<file path="src/rtl/writeback_top_if.sv">
// Bundle between the memory-access/decode stages and the writeback stage.
// The writeback stage takes the slave side; the neighbouring stages (or a bench) take the master side.
interface writeback_top_if #(
    parameter int CNT_W = 64
);
    logic [31:0]      mem_dat;
    logic [31:0]      mem_inst;
    logic [31:0]      mem_pc;
    logic             mem_exc_mis;
    logic             mem_exc_oob;
    logic             exc_clr;
    logic [4:0]       id_rs1;
    logic [4:0]       id_rs2;
    logic [31:0]      id_rd1;
    logic [31:0]      id_rd2;
    logic             rf_we;
    logic [4:0]       rf_dst;
    logic [31:0]      retire_pc;
    logic [CNT_W-1:0] cnt_cycle;
    logic [CNT_W-1:0] cnt_instret;
    logic [1:0]       exc_sticky;

    modport master (
        output mem_dat, mem_inst, mem_pc, mem_exc_mis, mem_exc_oob, exc_clr, id_rs1, id_rs2,
        input  id_rd1, id_rd2, rf_we, rf_dst, retire_pc, cnt_cycle, cnt_instret, exc_sticky
    );

    modport slave (
        input  mem_dat, mem_inst, mem_pc, mem_exc_mis, mem_exc_oob, exc_clr, id_rs1, id_rs2,
        output id_rd1, id_rd2, rf_we, rf_dst, retire_pc, cnt_cycle, cnt_instret, exc_sticky
    );
endinterface

</file>
<file path="src/rtl/writeback_top.sv">
// Writeback stage: integer register file with write-through read ports, retire/cycle
// counters, last-retired PC and sticky memory-exception flags.
module writeback_top #(
    parameter int CNT_W  = 64,
    parameter bit RF_RST = 1'b1
) (
    input logic            clk,
    input logic            rst_n,
    writeback_top_if.slave wb
);

    localparam logic [31:0]      BUBBLE  = 32'h0000_0013;
    localparam logic [CNT_W-1:0] CNT_ONE = CNT_W'(1);

    logic [6:0]       opcode;
    logic [4:0]       rd;
    logic             wr_opcode;
    logic             retired;
    logic             rf_we;
    logic [31:0]      rf_q [32];
    logic [31:0]      rd1;
    logic [31:0]      rd2;
    logic [CNT_W-1:0] cnt_cycle_q;
    logic [CNT_W-1:0] cnt_cycle_d;
    logic [CNT_W-1:0] cnt_instret_q;
    logic [CNT_W-1:0] cnt_instret_d;
    logic [31:0]      retire_pc_q;
    logic [31:0]      retire_pc_d;
    logic [1:0]       exc_q;
    logic [1:0]       exc_d;

    assign opcode  = wb.mem_inst[6:0];
    assign rd      = wb.mem_inst[11:7];
    assign retired = (wb.mem_inst != BUBBLE);

    always_comb begin
        wr_opcode = 1'b0;
        case (opcode)
            7'b0000011, 7'b0010011, 7'b0110011, 7'b0110111,
            7'b0010111, 7'b1101111, 7'b1100111: wr_opcode = 1'b1;
            default:                            wr_opcode = 1'b0;
        endcase
    end

    assign rf_we     = wr_opcode && (rd != 5'd0) && retired;
    assign wb.rf_we  = rf_we;
    assign wb.rf_dst = rd;

    // Entry 0 is never written; the read muxes force x0 to zero instead.
    always_ff @(posedge clk) begin
        if (!rst_n) begin
            if (RF_RST) begin
                for (int i = 0; i < 32; i++) begin
                    rf_q[i] <= '0;
                end
            end
        end else if (rf_we) begin
            rf_q[rd] <= wb.mem_dat;
        end
    end

    always_comb begin
        rd1 = '0;
        rd2 = '0;
        if (wb.id_rs1 != 5'd0) begin
            rd1 = (rf_we && (wb.id_rs1 == rd)) ? wb.mem_dat : rf_q[wb.id_rs1];
        end
        if (wb.id_rs2 != 5'd0) begin
            rd2 = (rf_we && (wb.id_rs2 == rd)) ? wb.mem_dat : rf_q[wb.id_rs2];
        end
    end

    assign wb.id_rd1 = rd1;
    assign wb.id_rd2 = rd2;

    // A new exception in the same cycle as a clear wins, so no event is dropped.
    always_comb begin
        cnt_cycle_d   = cnt_cycle_q + CNT_ONE;
        cnt_instret_d = retired ? (cnt_instret_q + CNT_ONE) : cnt_instret_q;
        retire_pc_d   = retired ? wb.mem_pc : retire_pc_q;
        exc_d         = (exc_q & ~{2{wb.exc_clr}}) | {wb.mem_exc_oob, wb.mem_exc_mis};
    end

    always_ff @(posedge clk) begin
        if (!rst_n) begin
            cnt_cycle_q   <= '0;
            cnt_instret_q <= '0;
            retire_pc_q   <= '0;
            exc_q         <= '0;
        end else begin
            cnt_cycle_q   <= cnt_cycle_d;
            cnt_instret_q <= cnt_instret_d;
            retire_pc_q   <= retire_pc_d;
            exc_q         <= exc_d;
        end
    end

    assign wb.cnt_cycle   = cnt_cycle_q;
    assign wb.cnt_instret = cnt_instret_q;
    assign wb.retire_pc   = retire_pc_q;
    assign wb.exc_sticky  = exc_q;

endmodule

</file>
<file path="src/flat_wrapper.sv">
// flat-port wrapper written by rule: the top's interface ports become plain ports
module writeback_top_flat 
#(
    parameter int CNT_W  = 64,
    parameter bit RF_RST = 1'b1
)
  (clk, rst_n, wb_mem_dat, wb_mem_inst, wb_mem_pc, wb_mem_exc_mis, wb_mem_exc_oob, wb_exc_clr, wb_id_rs1, wb_id_rs2, wb_id_rd1, wb_id_rd2, wb_rf_we, wb_rf_dst, wb_retire_pc, wb_cnt_cycle, wb_cnt_instret, wb_exc_sticky);
  writeback_top_if #(.CNT_W(CNT_W)) wb_i ();
  input logic clk;
  input logic rst_n;
  input wire logic [$bits(wb_i.mem_dat)-1:0] wb_mem_dat;
  input wire logic [$bits(wb_i.mem_inst)-1:0] wb_mem_inst;
  input wire logic [$bits(wb_i.mem_pc)-1:0] wb_mem_pc;
  input wire logic [$bits(wb_i.mem_exc_mis)-1:0] wb_mem_exc_mis;
  input wire logic [$bits(wb_i.mem_exc_oob)-1:0] wb_mem_exc_oob;
  input wire logic [$bits(wb_i.exc_clr)-1:0] wb_exc_clr;
  input wire logic [$bits(wb_i.id_rs1)-1:0] wb_id_rs1;
  input wire logic [$bits(wb_i.id_rs2)-1:0] wb_id_rs2;
  output wire logic [$bits(wb_i.id_rd1)-1:0] wb_id_rd1;
  output wire logic [$bits(wb_i.id_rd2)-1:0] wb_id_rd2;
  output wire logic [$bits(wb_i.rf_we)-1:0] wb_rf_we;
  output wire logic [$bits(wb_i.rf_dst)-1:0] wb_rf_dst;
  output wire logic [$bits(wb_i.retire_pc)-1:0] wb_retire_pc;
  output wire logic [$bits(wb_i.cnt_cycle)-1:0] wb_cnt_cycle;
  output wire logic [$bits(wb_i.cnt_instret)-1:0] wb_cnt_instret;
  output wire logic [$bits(wb_i.exc_sticky)-1:0] wb_exc_sticky;
  assign wb_i.mem_dat = wb_mem_dat;
  assign wb_i.mem_inst = wb_mem_inst;
  assign wb_i.mem_pc = wb_mem_pc;
  assign wb_i.mem_exc_mis = wb_mem_exc_mis;
  assign wb_i.mem_exc_oob = wb_mem_exc_oob;
  assign wb_i.exc_clr = wb_exc_clr;
  assign wb_i.id_rs1 = wb_id_rs1;
  assign wb_i.id_rs2 = wb_id_rs2;
  assign wb_id_rd1 = wb_i.id_rd1;
  assign wb_id_rd2 = wb_i.id_rd2;
  assign wb_rf_we = wb_i.rf_we;
  assign wb_rf_dst = wb_i.rf_dst;
  assign wb_retire_pc = wb_i.retire_pc;
  assign wb_cnt_cycle = wb_i.cnt_cycle;
  assign wb_cnt_instret = wb_i.cnt_instret;
  assign wb_exc_sticky = wb_i.exc_sticky;
  writeback_top #(.CNT_W(CNT_W), .RF_RST(RF_RST)) u_core (.clk(clk), .rst_n(rst_n), .wb(wb_i));
endmodule
</file>
<file path="config.mk">
export PLATFORM = sky130hd
export DESIGN_NAME = writeback_top_flat
export DESIGN_NICKNAME = d
export VERILOG_FILES = /design/src/rtl/writeback_top_if.sv /design/src/rtl/writeback_top.sv /design/src/flat_wrapper.sv
export SDC_FILE = /design/constraint.sdc
export NUM_CORES = 2
export LEC_CHECK = 0
export CAP_MARGIN = 25
export CORE_MARGIN = 5
export CORE_UTILIZATION = 55
export DETAILED_ROUTE_END_ITERATION = 10
export PLACE_DENSITY_LB_ADDON = 0.15
export SLEW_MARGIN = 5
export SYNTH_ARGS = -nofsm -noshare
export SYNTH_HDL_FRONTEND = slang
export SYNTH_SLANG_ARGS = --single-unit
</file>
<file path="constraint.sdc">
create_clock -name clk -period 13.06 [get_ports clk]
set_clock_uncertainty 0.05 [all_clocks]
set_input_delay 1.959 -clock clk [delete_from_list [all_inputs] [get_ports clk]]
set_output_delay 1.959 -clock clk [all_outputs]
set_load 0.01 [all_outputs]
</file>
==> run metrics <==
status=finished, final reports clean; critical path class=input port to output pin; ys async rst share=0; # rows=124; detailed-route via count=46.74k; Worst R2R End=u_core.wb.cnt_cycle[45]; placer congestion estimate=0.8520; Tightest Pin Transition=between 1 and 1.5 ns; PostCTS Resize Cnt=0; Clk Tree Root Cell=clkbuf_16; sequential fraction of the synthesis area=0.5389; multiplexer share of the synthesized area=0.1786; crit path capture=wb_id_rd2[11]; Via density=6.831; kind of start point of the critical path=input port; syn_area_per_cell=12.47 sq um; Overall Global Routing Usage=0.3616; Die H=348.7 um; CTS H-tree lvls=4; Congestion Overflow GR=0; I/O pin total=343; Reg2Reg Setup Slack=10.30 ns; part of the cycle the worst path needs=0.6301; Final setup viols=0; RSZ-0062 raised after global routing=no; max frequency=0.1215 GHz; number of antenna-violating nets in the routed design=0; core area=114200 sq um; WL/cell=32.67 um; DR iter-0 viols=6332; highest-delay cell along the critical path=a22oi_1; crit-path most repeated cell=buf_4; Yosys warnings=0; Hold Path Class=flip-flop to flip-flop; port bufs=342; grt peak-use layer=met2; CTS buffer count=133; Initial Utilization=0.5524; Post-Synth Simple-Gate Area=0.1718; worst r2r path cells=5; setup tns final=0 ns; maximum vdd drop=0.1239 mV; vias in the first global route=45.51k; Die Area=roughly 120000 sq um; final core utilization=0.6380; Buffers & Inverters on Critical Path=4; Post-CTS Hold Buffers=0; Worst Hold Launch=u_core.wb.retire_pc[7]; grt met3 use=0.1274; area leader, netlist=edfxtp_1; clk buf depth=3; die width=348.7 um; CTS Sinks=around 1.2k; CTS tree=built; top cell type's share of synthesized area=0.4875; hold_ws=around 0.4 ns; Final Cell Area=72850 sq um; layout cell share with drive strength beyond 1=0.1648; Synth Area in XOR/XNOR=0.004582; placed cell areas=68410 sq um; Crit. path cell count=9; worst r2r src=u_core.wb.cnt_cycle[20]; max cap viols=0; number of synthesized flops with an enable pin=1024; Syn Inst Count=5058; largest family of logic cells by synthesized area=multiplexers; Max stage delay on crit path=between 0.7 and 0.8 ns; max-slew violations=0; CP Capture Type=output pin; first-pass GRT wire length=318.8 mm; Worst-path clk slew=0.06 ns; LEAKAGE=0.02488 uW; clk_lat worst skew=0.74 ns; antenna violations before repair=12; PwrDens=about 120 nW/um^2; final hold vios=0; synthesized area=between 60000 and 70000 sq um; Max FO, Critical Path=67; required time of the critical path=11.05 ns; Layout area overhead=15.50%; Post CTS Setup Buffer Count=0; CP Data Arrival Time=6.22 ns; largest net degree at the start of global routing=129; Slew Limit Headroom=0.2065; Synth area leaders=edfxtp_1 49%, mux4_2 14%, and2_1 9.9%, dfxtp_1 5.1%, mux2i_1 3.3%; Main synth FF type=edfxtp_1; Crit. Startpoint=wb_id_rs2[0]; cells along the critical path=buf_8, buf_4, buf_4, mux4_2, nand2_1, a31oi_1, a22oi_1, a21oi_1, clkdlybuf4s50_1; met2 GRT Util=0.5396; critical path's top delay family=buffers and inverters; drt pass-1 iters=6; final layout net count=5325; DRC errors left=0; Synth Area in Compound Gates=0.07155; DP HPWL=130.1 mm; post-synthesis cell type count=61; Pwr Total=about 9000 uW; met1 Track Usage GR=0.4768; Synth Area in Adders=0.0003967; final wirelength=roughly 220 mm; Synth Register Bits=1186; final critical-path required period=approximately 8 ns
kinds of logic after synthesis:
group	after synthesis
XOR/XNOR	33
AO/OA/AOI/OAI	697
other	1
buffers and inverters	541
AND/OR/NAND/NOR	1959
flip-flops	1186
multiplexers	639
adder cells (fa/ha/maj)	2
routing by layer:
layer	wire length [um]	vias up	share of wire
li1	-	19265	-
met1	79080	23252	0.35
met2	99370	3519	0.44
met3	32820	694	0.15
met4	12190	6	0.055
met5	40	-	0.00018
registers in the layout, indices dropped and copies added (netlist names):
register               flops
u_core.rf_q             1024
u_core.wb.cnt_cycle       64
u_core.wb.cnt_instret     64
u_core.wb.retire_pc       32
u_core.wb.exc_sticky       2
how the worst min path moves through the flow:
stage / to / slack, ns / depth (start not counted)
CTS: u_core.wb.retire_pc[7] / 0.40 / 2
floorplan: u_core.wb.retire_pc[0] / 0.43 / 2
global route: u_core.wb.retire_pc[9] / 0.42 / 2
finish: u_core.wb.retire_pc[7] / 0.40 / 2
detailed placement: u_core.wb.retire_pc[29] / 0.40 / 2
global placement: u_core.wb.retire_pc[29] / 0.39 / 2
cell usage in the layout, fill, tap and decap left out, types with 17 or more instances in the layout:
| master | netlist | layout |
|---|---|---|
| o21ai_0 | 89 | 60 |
| clkdlybuf4s50_1 | 0 | 331 |
| nand2b_1 | 21 | 17 |
| nor2_4 | 0 | 17 |
| a2111oi_0 | 27 | 27 |
| mux2i_1 | 205 | 205 |
| a221oi_1 | 61 | 61 |
| and2_1 | 1001 | 1001 |
| nand2_1 | 388 | 388 |
| a31oi_1 | 87 | 87 |
| nand4_1 | 40 | 40 |
| mux2_2 | 50 | 50 |
| buf_4 | 8 | 119 |
| o21ai_4 | 0 | 29 |
| or4_1 | 46 | 46 |
| nor3_1 | 24 | 22 |
| clkbuf_1 | 398 | 34 |
| buf_8 | 0 | 21 |
| a22oi_1 | 62 | 62 |
| dfxtp_1 | 162 | 162 |
| o31ai_1 | 110 | 109 |
| nor4_1 | 41 | 40 |
| nand3_1 | 78 | 76 |
| edfxtp_1 | 1024 | 1024 |
| or3_1 | 35 | 34 |
| clkinv_2 | 0 | 19 |
| a21oi_1 | 203 | 203 |
| clkbuf_16 | 0 | 146 |
| nor2_1 | 190 | 161 |
| conb_1 | 1 | 32 |
| clkinv_1 | 0 | 30 |
| nor2b_1 | 30 | 30 |
| a211oi_1 | 28 | 28 |
| mux4_2 | 384 | 384 |
| inv_1 | 28 | 28 |
| xor2_1 | 17 | 17 |
tightest hold or removal path, cell delays in order, from the launching register on:
cell and delay, ns:
dfxtp_1 0.31, nand2_1 0.05, a21oi_1 0.05
Yosys cell counts, types with 29 or more instances:
cell type / instances
o21ai_0: 89
edfxtp_1: 1024
a21oi_1: 203
nand4_1: 40
dfxtp_1: 162
nor2b_1: 30
a22oi_1: 62
or3_1: 35
a31oi_1: 87
clkbuf_1: 398
or4_1: 46
and2_1: 1001
o31ai_1: 110
buf_2: 73
buf_1: 29
mux2_2: 50
a221oi_1: 61
mux2i_1: 205
nor2_1: 190
nand3_1: 78
nor4_1: 41
nand2_1: 388
mux4_2: 384
layout make-up:
type | count | area (sq um)
Sequential cell | 1186 | 33990
Fill cell | 8600 | 41330
Timing Repair Buffer | 498 | 5091
Inverter | 31 | 121.4
Tap cell | 1512 | 1892
Antenna cell | 14 | 35.03
Clock buffer | 180 | 3747
Clock inverter | 59 | 355.3
Multi-Input combinational cell | 3362 | 27620
stage by stage:
step,cells,setup WS [ns]
2_1_floorplan,5089,7.246
3_3_place_gp,6554,4.796
3_5_place_dp,6571,4.790
4_1_cts,6810,4.781
5_1_grt,6829,4.580
6_report,6842,4.831
report_power, final:
group,internal [uW],switching [uW]
sequential,4290,91.1
clock,2060,1550
combinational,437,631
total,6790,2270
(Power assumes the default switching activity.)
